<file path="src/rtl/wavelet_pe_feeder_ctrl_if.sv">
// Control/handshake bundle between the wavelet PE feeder sequencer, the
// decomposition-level controller (start/config) and the feeder/PE pair.
interface wavelet_pe_feeder_ctrl_if #(
  parameter int FS_WIDTH        = 4,
  parameter int OUT_COUNT_WIDTH = 11
);
  logic                       start;
  logic                       downsample;
  logic [1:0]                 cur_dec_level;
  logic [FS_WIDTH-1:0]        filter_size;
  logic [OUT_COUNT_WIDTH-1:0] out_count;
  logic                       pe_ready;
  logic                       ibuff_data_ready;

  logic                       init_in_progress;
  logic                       pe_init;
  logic                       ibuff_r_addr_offset_rst;
  logic                       ibuff_r_addr_offset_upcount;
  logic                       ibuff_r_addr_offset_cen;
  logic                       ibuff_r_addr_base_reg_rst;
  logic                       feed_valid;
  logic                       feed_last;
  logic                       busy;
  logic                       done;

  modport master (
    input  start, downsample, cur_dec_level, filter_size, out_count,
           pe_ready, ibuff_data_ready,
    output init_in_progress, pe_init, ibuff_r_addr_offset_rst,
           ibuff_r_addr_offset_upcount, ibuff_r_addr_offset_cen,
           ibuff_r_addr_base_reg_rst, feed_valid, feed_last, busy, done
  );

  modport slave (
    output start, downsample, cur_dec_level, filter_size, out_count,
           pe_ready, ibuff_data_ready,
    input  init_in_progress, pe_init, ibuff_r_addr_offset_rst,
           ibuff_r_addr_offset_upcount, ibuff_r_addr_offset_cen,
           ibuff_r_addr_base_reg_rst, feed_valid, feed_last, busy, done
  );
endinterface

</file>
<file path="src/rtl/wavelet_pe_feeder_ctrl.sv">
// Sequencer for the wavelet PE input-buffer read path: one priming pass, then
// one tap burst per output sample, stalling on PE and input-buffer readiness.
module wavelet_pe_feeder_ctrl #(
  parameter int MAX_FILTER_SIZE = 16,
  parameter int FS_WIDTH        = $clog2(MAX_FILTER_SIZE-1),
  parameter int OUT_COUNT_WIDTH = 11,
  parameter int TAP_WIDTH       = FS_WIDTH+4
) (
  input  logic                      clk,
  input  logic                      rst,
  wavelet_pe_feeder_ctrl_if.master  bus
);

  localparam logic [2:0] S_IDLE      = 3'd0;
  localparam logic [2:0] S_INIT_RST  = 3'd1;
  localparam logic [2:0] S_INIT_FEED = 3'd2;
  localparam logic [2:0] S_OUT_RST   = 3'd3;
  localparam logic [2:0] S_FEED      = 3'd4;
  localparam logic [2:0] S_ADV       = 3'd5;
  localparam logic [2:0] S_DONE      = 3'd6;

  function automatic logic [TAP_WIDTH-1:0] init_taps_f(input logic [FS_WIDTH-1:0] fs);
    init_taps_f = (TAP_WIDTH'(fs) << 1) + TAP_WIDTH'(2);
  endfunction

  // A zero-length burst would never reach its last beat, so it is promoted to one tap.
  function automatic logic [TAP_WIDTH-1:0] feed_taps_f(input logic ds,
                                                       input logic [1:0] lvl,
                                                       input logic [FS_WIDTH-1:0] fs);
    logic [TAP_WIDTH-1:0] t;
    t = ds ? TAP_WIDTH'(fs) : (TAP_WIDTH'(fs) << lvl);
    if (t == {TAP_WIDTH{1'b0}}) begin
      t = TAP_WIDTH'(1);
    end else begin
      t = t;
    end
    feed_taps_f = t;
  endfunction

  logic [2:0]                 state_r;
  logic                       ds_r;
  logic [1:0]                 lvl_r;
  logic [FS_WIDTH-1:0]        fs_r;
  logic [OUT_COUNT_WIDTH-1:0] oc_r;
  logic [TAP_WIDTH-1:0]       tap_cnt_r;
  logic [OUT_COUNT_WIDTH-1:0] out_cnt_r;

  logic [2:0]                 state_next_s;
  logic [TAP_WIDTH-1:0]       tap_next_s;
  logic [OUT_COUNT_WIDTH-1:0] out_next_s;
  logic                       cfg_load_s;
  logic                       beat_s;
  logic [TAP_WIDTH-1:0]       cur_taps_s;
  logic [TAP_WIDTH-1:0]       tap_inc_s;
  logic [OUT_COUNT_WIDTH-1:0] out_inc_s;
  logic                       last_tap_s;

  assign beat_s     = bus.pe_ready & bus.ibuff_data_ready;
  assign cur_taps_s = (state_r == S_INIT_FEED) ? init_taps_f(fs_r)
                                               : feed_taps_f(ds_r, lvl_r, fs_r);
  assign tap_inc_s  = tap_cnt_r + TAP_WIDTH'(1);
  assign out_inc_s  = out_cnt_r + OUT_COUNT_WIDTH'(1);
  assign last_tap_s = (tap_inc_s == cur_taps_s);

  // Next-state, tap-counter and output-counter decode.
  always_comb begin
    state_next_s = state_r;
    tap_next_s   = tap_cnt_r;
    out_next_s   = out_cnt_r;
    cfg_load_s   = 1'b0;
    case (state_r)
      S_IDLE: begin
        if (bus.start) begin
          cfg_load_s = 1'b1;
          out_next_s = {OUT_COUNT_WIDTH{1'b0}};
          tap_next_s = {TAP_WIDTH{1'b0}};
          state_next_s = (bus.out_count == {OUT_COUNT_WIDTH{1'b0}}) ? S_DONE : S_INIT_RST;
        end else begin
          state_next_s = S_IDLE;
        end
      end
      S_INIT_RST: begin
        tap_next_s   = {TAP_WIDTH{1'b0}};
        state_next_s = S_INIT_FEED;
      end
      S_INIT_FEED, S_FEED: begin
        if (beat_s) begin
          tap_next_s = tap_inc_s;
          if (last_tap_s) begin
            state_next_s = (state_r == S_INIT_FEED) ? S_OUT_RST : S_ADV;
          end else begin
            state_next_s = state_r;
          end
        end else begin
          state_next_s = state_r;
        end
      end
      S_OUT_RST: begin
        tap_next_s   = {TAP_WIDTH{1'b0}};
        state_next_s = S_FEED;
      end
      S_ADV: begin
        tap_next_s = {TAP_WIDTH{1'b0}};
        out_next_s = out_inc_s;
        if (out_inc_s == oc_r) begin
          state_next_s = S_DONE;
        end else begin
          state_next_s = S_FEED;
        end
      end
      S_DONE: begin
        state_next_s = S_IDLE;
      end
      default: begin
        state_next_s = S_IDLE;
      end
    endcase
  end

  // State, counters and latched configuration.
  always_ff @(posedge clk) begin
    if (rst) begin
      state_r   <= S_IDLE;
      tap_cnt_r <= {TAP_WIDTH{1'b0}};
      out_cnt_r <= {OUT_COUNT_WIDTH{1'b0}};
      ds_r      <= 1'b0;
      lvl_r     <= 2'b00;
      fs_r      <= {FS_WIDTH{1'b0}};
      oc_r      <= {OUT_COUNT_WIDTH{1'b0}};
    end else begin
      state_r   <= state_next_s;
      tap_cnt_r <= tap_next_s;
      out_cnt_r <= out_next_s;
      if (cfg_load_s) begin
        ds_r  <= bus.downsample;
        lvl_r <= bus.cur_dec_level;
        fs_r  <= bus.filter_size;
        oc_r  <= bus.out_count;
      end else begin
        ds_r  <= ds_r;
        lvl_r <= lvl_r;
        fs_r  <= fs_r;
        oc_r  <= oc_r;
      end
    end
  end

  logic init_s, pe_init_s, orst_s, up_s, cen_s, brst_s, last_s, busy_s, done_s;

  // Feeder controls are Moore outputs of state, gated by the beat condition in burst states.
  always_comb begin
    init_s    = 1'b0;
    pe_init_s = 1'b0;
    orst_s    = 1'b0;
    up_s      = 1'b0;
    cen_s     = 1'b0;
    brst_s    = 1'b0;
    last_s    = 1'b0;
    busy_s    = 1'b0;
    done_s    = 1'b0;
    case (state_r)
      S_IDLE: begin
        busy_s = 1'b0;
      end
      S_INIT_RST: begin
        init_s    = 1'b1;
        pe_init_s = 1'b1;
        orst_s    = 1'b1;
        brst_s    = 1'b1;
        up_s      = 1'b1;
        busy_s    = 1'b1;
      end
      S_INIT_FEED, S_FEED: begin
        init_s = (state_r == S_INIT_FEED);
        up_s   = 1'b1;
        busy_s = 1'b1;
        cen_s  = beat_s;
        last_s = beat_s & last_tap_s;
      end
      S_OUT_RST: begin
        orst_s = 1'b1;
        brst_s = 1'b1;
        up_s   = 1'b1;
        busy_s = 1'b1;
      end
      S_ADV: begin
        orst_s = 1'b1;
        up_s   = 1'b1;
        busy_s = 1'b1;
      end
      S_DONE: begin
        done_s = 1'b1;
        busy_s = 1'b1;
      end
      default: begin
        busy_s = 1'b0;
      end
    endcase
  end

  assign bus.init_in_progress            = init_s;
  assign bus.pe_init                     = pe_init_s;
  assign bus.ibuff_r_addr_offset_rst     = orst_s;
  assign bus.ibuff_r_addr_offset_upcount = up_s;
  assign bus.ibuff_r_addr_offset_cen     = cen_s;
  assign bus.ibuff_r_addr_base_reg_rst   = brst_s;
  assign bus.feed_valid                  = cen_s;
  assign bus.feed_last                   = last_s;
  assign bus.busy                        = busy_s;
  assign bus.done                        = done_s;

endmodule

</file>
<file path="src/flat_wrapper.sv">
// flat-port wrapper written by rule: the top's interface ports become plain ports
module wavelet_pe_feeder_ctrl_flat 
#(
  parameter int MAX_FILTER_SIZE = 16,
  parameter int FS_WIDTH        = $clog2(MAX_FILTER_SIZE-1),
  parameter int OUT_COUNT_WIDTH = 11,
  parameter int TAP_WIDTH       = FS_WIDTH+4
)
  (clk, rst, bus_start, bus_downsample, bus_cur_dec_level, bus_filter_size, bus_out_count, bus_pe_ready, bus_ibuff_data_ready, bus_init_in_progress, bus_pe_init, bus_ibuff_r_addr_offset_rst, bus_ibuff_r_addr_offset_upcount, bus_ibuff_r_addr_offset_cen, bus_ibuff_r_addr_base_reg_rst, bus_feed_valid, bus_feed_last, bus_busy, bus_done);
  wavelet_pe_feeder_ctrl_if #(.FS_WIDTH(FS_WIDTH), .OUT_COUNT_WIDTH(OUT_COUNT_WIDTH)) bus_i ();
  input  logic clk;
  input  logic rst;
  input wire logic [$bits(bus_i.start)-1:0] bus_start;
  input wire logic [$bits(bus_i.downsample)-1:0] bus_downsample;
  input wire logic [$bits(bus_i.cur_dec_level)-1:0] bus_cur_dec_level;
  input wire logic [$bits(bus_i.filter_size)-1:0] bus_filter_size;
  input wire logic [$bits(bus_i.out_count)-1:0] bus_out_count;
  input wire logic [$bits(bus_i.pe_ready)-1:0] bus_pe_ready;
  input wire logic [$bits(bus_i.ibuff_data_ready)-1:0] bus_ibuff_data_ready;
  output wire logic [$bits(bus_i.init_in_progress)-1:0] bus_init_in_progress;
  output wire logic [$bits(bus_i.pe_init)-1:0] bus_pe_init;
  output wire logic [$bits(bus_i.ibuff_r_addr_offset_rst)-1:0] bus_ibuff_r_addr_offset_rst;
  output wire logic [$bits(bus_i.ibuff_r_addr_offset_upcount)-1:0] bus_ibuff_r_addr_offset_upcount;
  output wire logic [$bits(bus_i.ibuff_r_addr_offset_cen)-1:0] bus_ibuff_r_addr_offset_cen;
  output wire logic [$bits(bus_i.ibuff_r_addr_base_reg_rst)-1:0] bus_ibuff_r_addr_base_reg_rst;
  output wire logic [$bits(bus_i.feed_valid)-1:0] bus_feed_valid;
  output wire logic [$bits(bus_i.feed_last)-1:0] bus_feed_last;
  output wire logic [$bits(bus_i.busy)-1:0] bus_busy;
  output wire logic [$bits(bus_i.done)-1:0] bus_done;
  assign bus_i.start = bus_start;
  assign bus_i.downsample = bus_downsample;
  assign bus_i.cur_dec_level = bus_cur_dec_level;
  assign bus_i.filter_size = bus_filter_size;
  assign bus_i.out_count = bus_out_count;
  assign bus_i.pe_ready = bus_pe_ready;
  assign bus_i.ibuff_data_ready = bus_ibuff_data_ready;
  assign bus_init_in_progress = bus_i.init_in_progress;
  assign bus_pe_init = bus_i.pe_init;
  assign bus_ibuff_r_addr_offset_rst = bus_i.ibuff_r_addr_offset_rst;
  assign bus_ibuff_r_addr_offset_upcount = bus_i.ibuff_r_addr_offset_upcount;
  assign bus_ibuff_r_addr_offset_cen = bus_i.ibuff_r_addr_offset_cen;
  assign bus_ibuff_r_addr_base_reg_rst = bus_i.ibuff_r_addr_base_reg_rst;
  assign bus_feed_valid = bus_i.feed_valid;
  assign bus_feed_last = bus_i.feed_last;
  assign bus_busy = bus_i.busy;
  assign bus_done = bus_i.done;
  wavelet_pe_feeder_ctrl #(.MAX_FILTER_SIZE(MAX_FILTER_SIZE), .FS_WIDTH(FS_WIDTH), .OUT_COUNT_WIDTH(OUT_COUNT_WIDTH), .TAP_WIDTH(TAP_WIDTH)) u_core (.clk(clk), .rst(rst), .bus(bus_i));
endmodule
</file>
<file path="config.mk">
export PLATFORM = sky130hd
export DESIGN_NAME = wavelet_pe_feeder_ctrl_flat
export DESIGN_NICKNAME = d
export VERILOG_FILES = /design/src/rtl/wavelet_pe_feeder_ctrl_if.sv /design/src/rtl/wavelet_pe_feeder_ctrl.sv /design/src/flat_wrapper.sv
export SDC_FILE = /design/constraint.sdc
export NUM_CORES = 1
export LEC_CHECK = 0
export CAP_MARGIN = 40
export CORE_UTILIZATION = 50
export DETAILED_ROUTE_END_ITERATION = 10
export PLACE_DENSITY = 0.73
export SYNTH_ARGS = -nofsm -noshare
export SYNTH_HDL_FRONTEND = slang
export SYNTH_SLANG_ARGS = --single-unit
</file>
<file path="constraint.sdc">
create_clock -name clk -period 6.73 [get_ports clk]
set_input_delay 1.346 -clock clk [delete_from_list [all_inputs] [get_ports clk]]
set_output_delay 1.346 -clock clk [all_outputs]
set_load 0.03 [all_outputs]
</file>
==> key figures, run 1 <==
Global route
  • Total track usage: 23.88%
  • Number of global-route vias before repair: 2173
  • Pin count of the biggest net entering global routing: 43
  • First-pass GRT wire length: 10230 µm
  • Gr ovfl total: 0
  • Antenna violations before repair: 0

Synth
  • FFs w/ async S/R, synth: 0%
  • Syn. warnings: 0
  • EDFF count, synth: 0
  • Post-synthesis sequential area ratio: between 20% and 30%
  • Number of distinct library cells after synthesis: 60
  • Synth Cell Area: ~2700 µm²
  • Synth area leaders: dfxtp_1, xnor2_1, a21oi_1
  • Syn avg cell area: 7.745 µm²
  • Syn nets: between 300 and 400
  • Predominant post-synthesis flop cell: dfxtp_1
  • Synthesized flop and latch total: 40
  • Mapped Cells: about 350
  • Top-area cell type share of the netlist area: between 20% and 30%
  • Synth area leader: dfxtp_1

Worst setup path
  • CP max FO: 9
  • Worst setup EP type: output pin
  • Arr. time, crit path: roughly 3.6 ns
  • Slowest stage delay, CP: 0.66 ns
  • CP Cell Sequence: clkdlybuf4s50_1, nand2_1, or3_1, a211oi_2, nand4_1, and4bb_1, clkdlybuf4s50_1
  • CP Data Required Time: 5.38 ns
  • Flop-to-flop setup slack: 4.44 ns
  • Most numerous cell on the critical path: clkdlybuf4s50_1
  • WS Path Type: primary input to output pin
  • CP max-delay cell: clkdlybuf4s50_1
  • Startpoint types: primary input

STA
  • Slew HR: between 40% and 50%
  • Fin Setup TNS: 0 ns
  • Period utilization: 73.97%
  • Fin. max-slew vios: 0
  • Fmax: 200.9 MHz
  • Endpoints failing hold: 0
  • RSZ-0062 raised after global routing: false
  • Clk_skew: 0.003924 ns
  • Worst Tran Pin Value: between 0.8 and 0.9 ns
  • Final hold slack: roughly 0.47 ns
  • Fin crit period: 4.978 ns
  • Final setup vio count: 0

Clock network
  • Max clock buf depth: 2
  • CTS buffer count: 5
  • Clock sink count: 40
  • Clk Latency, worst-skew pair: ~0.30 ns
  • Post-CTS sizing: 0
  • CTS H-tree depth: 2
  • CTS Hold Buffers Added: 0
  • CTS tree: done
  • Clock-pin slew on the worst setup and hold paths: about 0.08 ns
  • Post-CTS Setup Inserts: 0
  • Clock Root Buffer: clkbuf_8

Drt
  • Final WL: ~6400 µm
  • Drt wl/cell: approximately 15 µm
  • Vias: 2475
  • 1st-iter DRT viols: between 150 and 200
  • Via-to-Cell Ratio: 5.677
  • DRC viols: 0
  • TritonRoute pass-1 iters: 4
  • Post-DRT Antenna Nets: 0

Power and ir drop
  • IR Drop Worst-Case VDD: around 0.15 mV
  • Share of power burned in combinational logic: 26.8%
  • NetSw: 0.2139 mW
  • Clk pwr share: between 30 and 40%
  • Pwr dens: around 220 nW/µm²
  • Sw Share: 31.77%
  • Internal Power: 0.4592 mW
  • Leak pwr: 1.067 nW
  • Power share of the sequential group: 40.8%

Die
  • Die width: 75.32 µm
  • Area of the core: 5140 µm²
  • Die Ht: 75.32 µm
  • Die area: around 5700 µm²
  • Starting Density: 52.29%
  • IO Count: 33
  • Row cnt: 26

Final layout
  • P&R area growth vs syn: 15.36%
  • Nets: roughly 390
  • Share of cells above drive strength 1: 8.470%
  • Antenna diodes: 0

Outcome
  • Status: finished clean

Place
  • Hpwl dp: around 4700 µm
  • Routability cong.: 0.8723
  • # port buffers: 32

Flow run
  • MaxCap Viol Count: 0

Min path
  • Hold WC Path Type: flop to flop
[stage by stage]
step	cells	worst slack (ns)	util (%)	total power, mW	area [µm²]
after global placement	428	1.789	57.86	0.4550	2974
after detailed placement	428	1.744	57.86	0.4588	2974
after floorplan	347	2.848	-	0.4064	2688
final	436	1.752	60.32	0.6730	3100
after CTS	436	1.743	60.32	0.6763	3100
after global routing	436	1.638	60.32	0.7057	3100
[logic make-up after synthesis]
| group | synth area share [%] |
|---|---|
| AOI/OAI and AO/OA | 20.53 |
| adders and majority gates | 1.862 |
| xor gates and xnor gates | 9.730 |
| buffers and inverters | 6.238 |
| and+or+nand+nor | 29.38 |
| muxes | 2.467 |
| DFF | 29.80 |
[worst max-delay path: cells and delay by family]
kind / cells / cell delay (ns)
AOI/OAI and AO/OA: 1 / 0.23
buffers and inverters: 2 / 1.16
and+or+nand+nor: 4 / 0.90
[power by group through the flow]
stage          Combinational [mW]  Clock (mW)  Sequential, mW
6_report                    0.181       0.218           0.274
3_3_place_gp                0.177           0           0.278
4_1_cts                     0.180       0.222           0.274
5_1_grt                     0.196       0.232           0.277
2_1_floorplan               0.143           0           0.264
3_5_place_dp                0.180           0           0.279
[cell usage in the layout (no fill, tap or decap), types with 8 or more instances in the layout]
| cell | count |
|---|---|
| a21oi_1 | 42 |
| nand3_1 | 12 |
| nand2_1 | 54 |
| clkdlybuf4s50_1 | 32 |
| o21ai_1 | 8 |
| dfxtp_1 | 40 |
| nor2_1 | 33 |
| xnor2_1 | 26 |
[final cells by class]
type	instances	area (µm²)
well taps	70	87.58
clock buffers	7	96.34
flip-flops and latches	40	800.8
fillers	498	2039
repair buffers	34	335.3
inverters	7	26.28
clock inverters	1	30.03
multi-input cells	277	1724
[cells in the mapped netlist (4+ instances only)]
cell,n
buf_6,5
buf_2,4
inv_1,4
nand3_1,12
a22oi_1,5
o21ai_0,6
ha_1,4
or3_1,7
mux2i_1,4
nor3_1,8
xnor2_1,26
nor4_1,7
dfxtp_1,40
a21oi_1,42
clkbuf_1,10
nand4_1,6
nor2_1,33
nand2_1,54
o21ai_1,8
[sequential cells by signal, indices dropped and copies added, names as in the netlist]
| signal | flops |
|---|---|
| u_core.fs_r | 4 |
| u_core.out_cnt_r | 11 |
| u_core.tap_cnt_r | 8 |
| u_core.lvl_r | 2 |
| u_core.state_r | 3 |
| u_core.ds_r | 1 |
| u_core.oc_r | 11 |
[metal layers]
metal / global-route usage, % / vias up / share of wire, %
met2: 37.80 / 61 / 45
met3: 3.704 / 9 / 5.7
li1: - / 1262 / -
met4: 6.584 / 0 / 1.1
met5: 0 / - / 0
met1: 33.82 / 1143 / 49
[path summary, 6_finish.rpt]
path	from	end	depth (start not counted)
worst min-delay path	u_core.oc_r[0]	u_core.oc_r[0]	2
worst min register to register	u_core.oc_r[0]	u_core.oc_r[0]	2
worst max-delay path	bus_pe_ready	bus_feed_last	7
worst max register to register	u_core.state_r[2]	u_core.out_cnt_r[8]	6
No activity file was read; power rests on OpenSTA's default activity.
==> run 2, diff against run 1 <==
--- a/config.mk
+++ b/config.mk
@@ -8,7 +8,7 @@
 export CAP_MARGIN = 40
 export CORE_UTILIZATION = 50
 export DETAILED_ROUTE_END_ITERATION = 10
-export PLACE_DENSITY = 0.73
+export PLACE_DENSITY = 0.76
 export SYNTH_ARGS = -nofsm -noshare
 export SYNTH_HDL_FRONTEND = slang
 export SYNTH_SLANG_ARGS = --single-unit
==> constraint.sdc (replaced) <==
create_clock -name clk -period 4 [get_ports clk]
set_input_delay 0.8 -clock clk [delete_from_list [all_inputs] [get_ports clk]]
set_output_delay 0.8 -clock clk [all_outputs]
set_load 0.03 [all_outputs]
==> run 2 against run 1 <==
  * Non-clock buffer count rose by 3
  * Combinational power rose by 70%
  * Clock-buffer cell count fell by 1
  * Flip-flop and latch count did not move
  * Clock skew rose by 0.0017 ns
  * Clock power rose by 18%
  * Die area did not move
  * Critical endpoint unchanged
  * Largest power group unchanged
  * Highest routed layer unchanged
==> key figures, run 2 (same netlist as run 1, synthesis figures left out) <==
Power and ir drop
  • Share of power burned in combinational logic: 30.1% (was 26.8%)
  • Clk pwr share: 25.2% (was 32.4%)
  • NetSw: 0.3436 mW (was 0.2139 mW)
  • Power share of the sequential group: 44.7% (was 40.8%)
  • Pwr dens: 331.5 nW/µm² (was 217.1 nW/µm²)
  • Sw Share: 33.71% (was 31.77%)
  • Internal Power: 0.6756 mW (was 0.4592 mW)
  • IR Drop Worst-Case VDD: 0.1989 mV (was 0.1467 mV)
  • Leak pwr: 1.058 nW (was 1.067 nW)

Drt
  • Via-to-Cell Ratio: 5.735 (was 5.677)
  • 1st-iter DRT viols: 112 (was 158)
  • Post-DRT Antenna Nets: 0 (unchanged)
  • Drt wl/cell: 13.74 µm (was 14.75 µm)
  • Met3 WL: 282 µm (was 367 µm)
  • WL met2: 2963 µm (was 2871 µm)
  • Vias: 2512 (was 2475)
  • DRC viols: 0 (unchanged)
  • TritonRoute pass-1 iters: 4 (unchanged)
  • Final WL: 6018 µm (was 6429 µm)
  • Top layer in use: met4 (unchanged)
  • M1 wire length: 2704 µm (was 3119 µm)

Die
  • Row cnt: 26 (unchanged)
  • Starting Density: 52.29% (unchanged)
  • Area of the core: 5140 µm² (unchanged)
  • Die area: 5672 µm² (unchanged)
  • Die width: 75.32 µm (unchanged)
  • IO Count: 33 (unchanged)
  • Die Ht: 75.32 µm (unchanged)

Worst setup path
  • Reg-to-Reg Start: u_core.state_r[2] (unchanged)
  • Crit path capture: bus_feed_last (unchanged)
  • R2r worst-path depth: 6 (unchanged)
  • Startpoint types: primary input (unchanged)
  • WS Path Type: primary input to output pin (unchanged)
  • Flop-to-flop setup slack: 1.90 ns (was 4.44 ns)
  • CP Data Required Time: 3.20 ns (was 5.38 ns)
  • Critical Path Source: bus_ibuff_data_ready (was bus_pe_ready)
  • Reg-to-reg endpoint: u_core.out_cnt_r[8] (unchanged)
  • Arr. time, crit path: 2.94 ns (was 3.63 ns)
  • CP max FO: 3 (was 9)
  • Worst setup EP type: output pin (unchanged)

Clock network
  • CTS H-tree depth: 2 (unchanged)
  • CTS tree: done (unchanged)
  • Clk Latency, worst-skew pair: 0.29 ns (was 0.30 ns)
  • Post-CTS sizing: 0 (unchanged)
  • Post-CTS Setup Inserts: 0 (unchanged)
  • CTS buffer count: 5 (unchanged)
  • Max clock buf depth: 2 (unchanged)
  • CTS Hold Buffers Added: 0 (unchanged)
  • Clock-pin slew on the worst setup and hold paths: 0.08 ns (about the same)
  • Clock sink count: 40 (unchanged)
  • Clock Root Buffer: clkbuf_8 (unchanged)

Global route
  • Total track usage: 23.43% (was 23.88%)
  • Antenna violations before repair: 0 (unchanged)
  • Number of global-route vias before repair: 2302 (was 2173)
  • Pin count of the biggest net entering global routing: 43 (unchanged)
  • First-pass GRT wire length: 10180 µm (was 10230 µm)
  • Gr ovfl total: 0 (unchanged)

STA
  • Slew HR: 46.48% (was 44.49%)
  • Endpoints failing hold: 0 (unchanged)
  • RSZ-0062 raised after global routing: false (unchanged)
  • Clk_skew: 0.005655 ns (was 0.003924 ns)
  • Final setup vio count: 0 (unchanged)
  • Period utilization: a little over nine tenths
  • Fin crit period: between 3 and 4 ns
  • Fin Setup TNS: 0 ns (unchanged)
  • Worst Tran Pin Value: 0.7966 ns (was 0.8303 ns)
  • Fin. max-slew vios: 0 (unchanged)
  • Fmax: 267.1 MHz

Final layout
  • Share of cells above drive strength 1: 8.696% (was 8.470%)
  • Design Area, Final: 3074 µm² (was 3100 µm²)
  • Most common cell after layout, fill and taps aside: nand2_1 (unchanged)
  • Most frequent cells in the layout: nand2_1, a21oi_1, dfxtp_1 (unchanged)
  • Antenna diodes: 0 (unchanged)
  • Largest regs: u_core.oc_r x11, u_core.out_cnt_r x11, u_core.tap_cnt_r x8 (unchanged)
  • Fin util: 59.81% (was 60.32%)
  • P&R area growth vs syn: 14.39% (was 15.36%)
  • Nets: 395 (was 392)

Place
  • Placed inst area: 2997 µm² (was 2974 µm²)
  • # port buffers: 32 (unchanged)
  • Hpwl dp: 4428 µm (was 4655 µm)
  • Routability cong.: 0.8893 (was 0.8723)

Outcome
  • Status: finished clean (unchanged)

Flow run
  • MaxCap Viol Count: 0 (unchanged)

Min path
  • Hold WC Path Type: flop to flop (unchanged)
  • Worst hold start: u_core.oc_r[1] (was u_core.oc_r[0])
run 2: worst max-delay path, cell delays in order:
cell and delay (ns):
clkdlybuf4s50_1 0.50, nand2_1 0.05, or3_1 0.35, a211oi_2 0.20, nand4_1 0.11, and4bb_1 0.27
clkdlybuf4s50_1 0.66
run 2: worst min-delay path by stage:
stage                           to  slack (ns)  depth (start not counted)
floorplan           u_core.oc_r[0]        0.45                          2
global route        u_core.oc_r[5]        0.50                          2
detailed placement  u_core.oc_r[1]        0.46                          2
CTS                 u_core.oc_r[1]        0.47                          2
global placement    u_core.oc_r[1]        0.46                          2
finish              u_core.oc_r[1]        0.47                          2
run 2: power by group through the flow:
| stage | sequential [mW] | combinational (mW) | clock, mW |
|---|---|---|---|
| 3_3_place_gp | 0.464 | 0.303 | 0 |
| 3_5_place_dp | 0.465 | 0.308 | 0 |
| 5_1_grt | 0.459 | 0.338 | 0.276 |
| 2_1_floorplan | 0.444 | 0.240 | 0 |
| 6_report | 0.455 | 0.307 | 0.257 |
| 4_1_cts | 0.455 | 0.309 | 0.260 |
run 2: final cells by class:
type / count / area (µm²)
clock buffers: 6 / 72.57
clock inverters: 1 / 5.005
fillers: 516 / 2066
inverters: 7 / 26.28
multi-input cells: 277 / 1724
flip-flops and latches: 40 / 800.8
well taps: 70 / 87.58
repair buffers: 37 / 357.8
run 2: routing by layer:
metal  global-route usage [%]  up-vias
li1                         -     1270
met1                    29.15     1166
met4                    7.202        0
met2                    41.17       68
met5                        0        -
met3                    4.365        8
run 2: through the flow:
step | setup slack, ns | hold WS, ns | total power, mW | cells
after global placement | 0.2587 | 0.4592 | 0.7670 | 431
after floorplan | 1.210 | 0.4488 | 0.6838 | 347
after detailed placement | 0.2439 | 0.4620 | 0.7722 | 431
after global routing | 0.06816 | 0.5015 | 1.073 | 438
after CTS | 0.2434 | 0.4725 | 1.024 | 438
final | 0.2554 | 0.4704 | 1.019 | 438
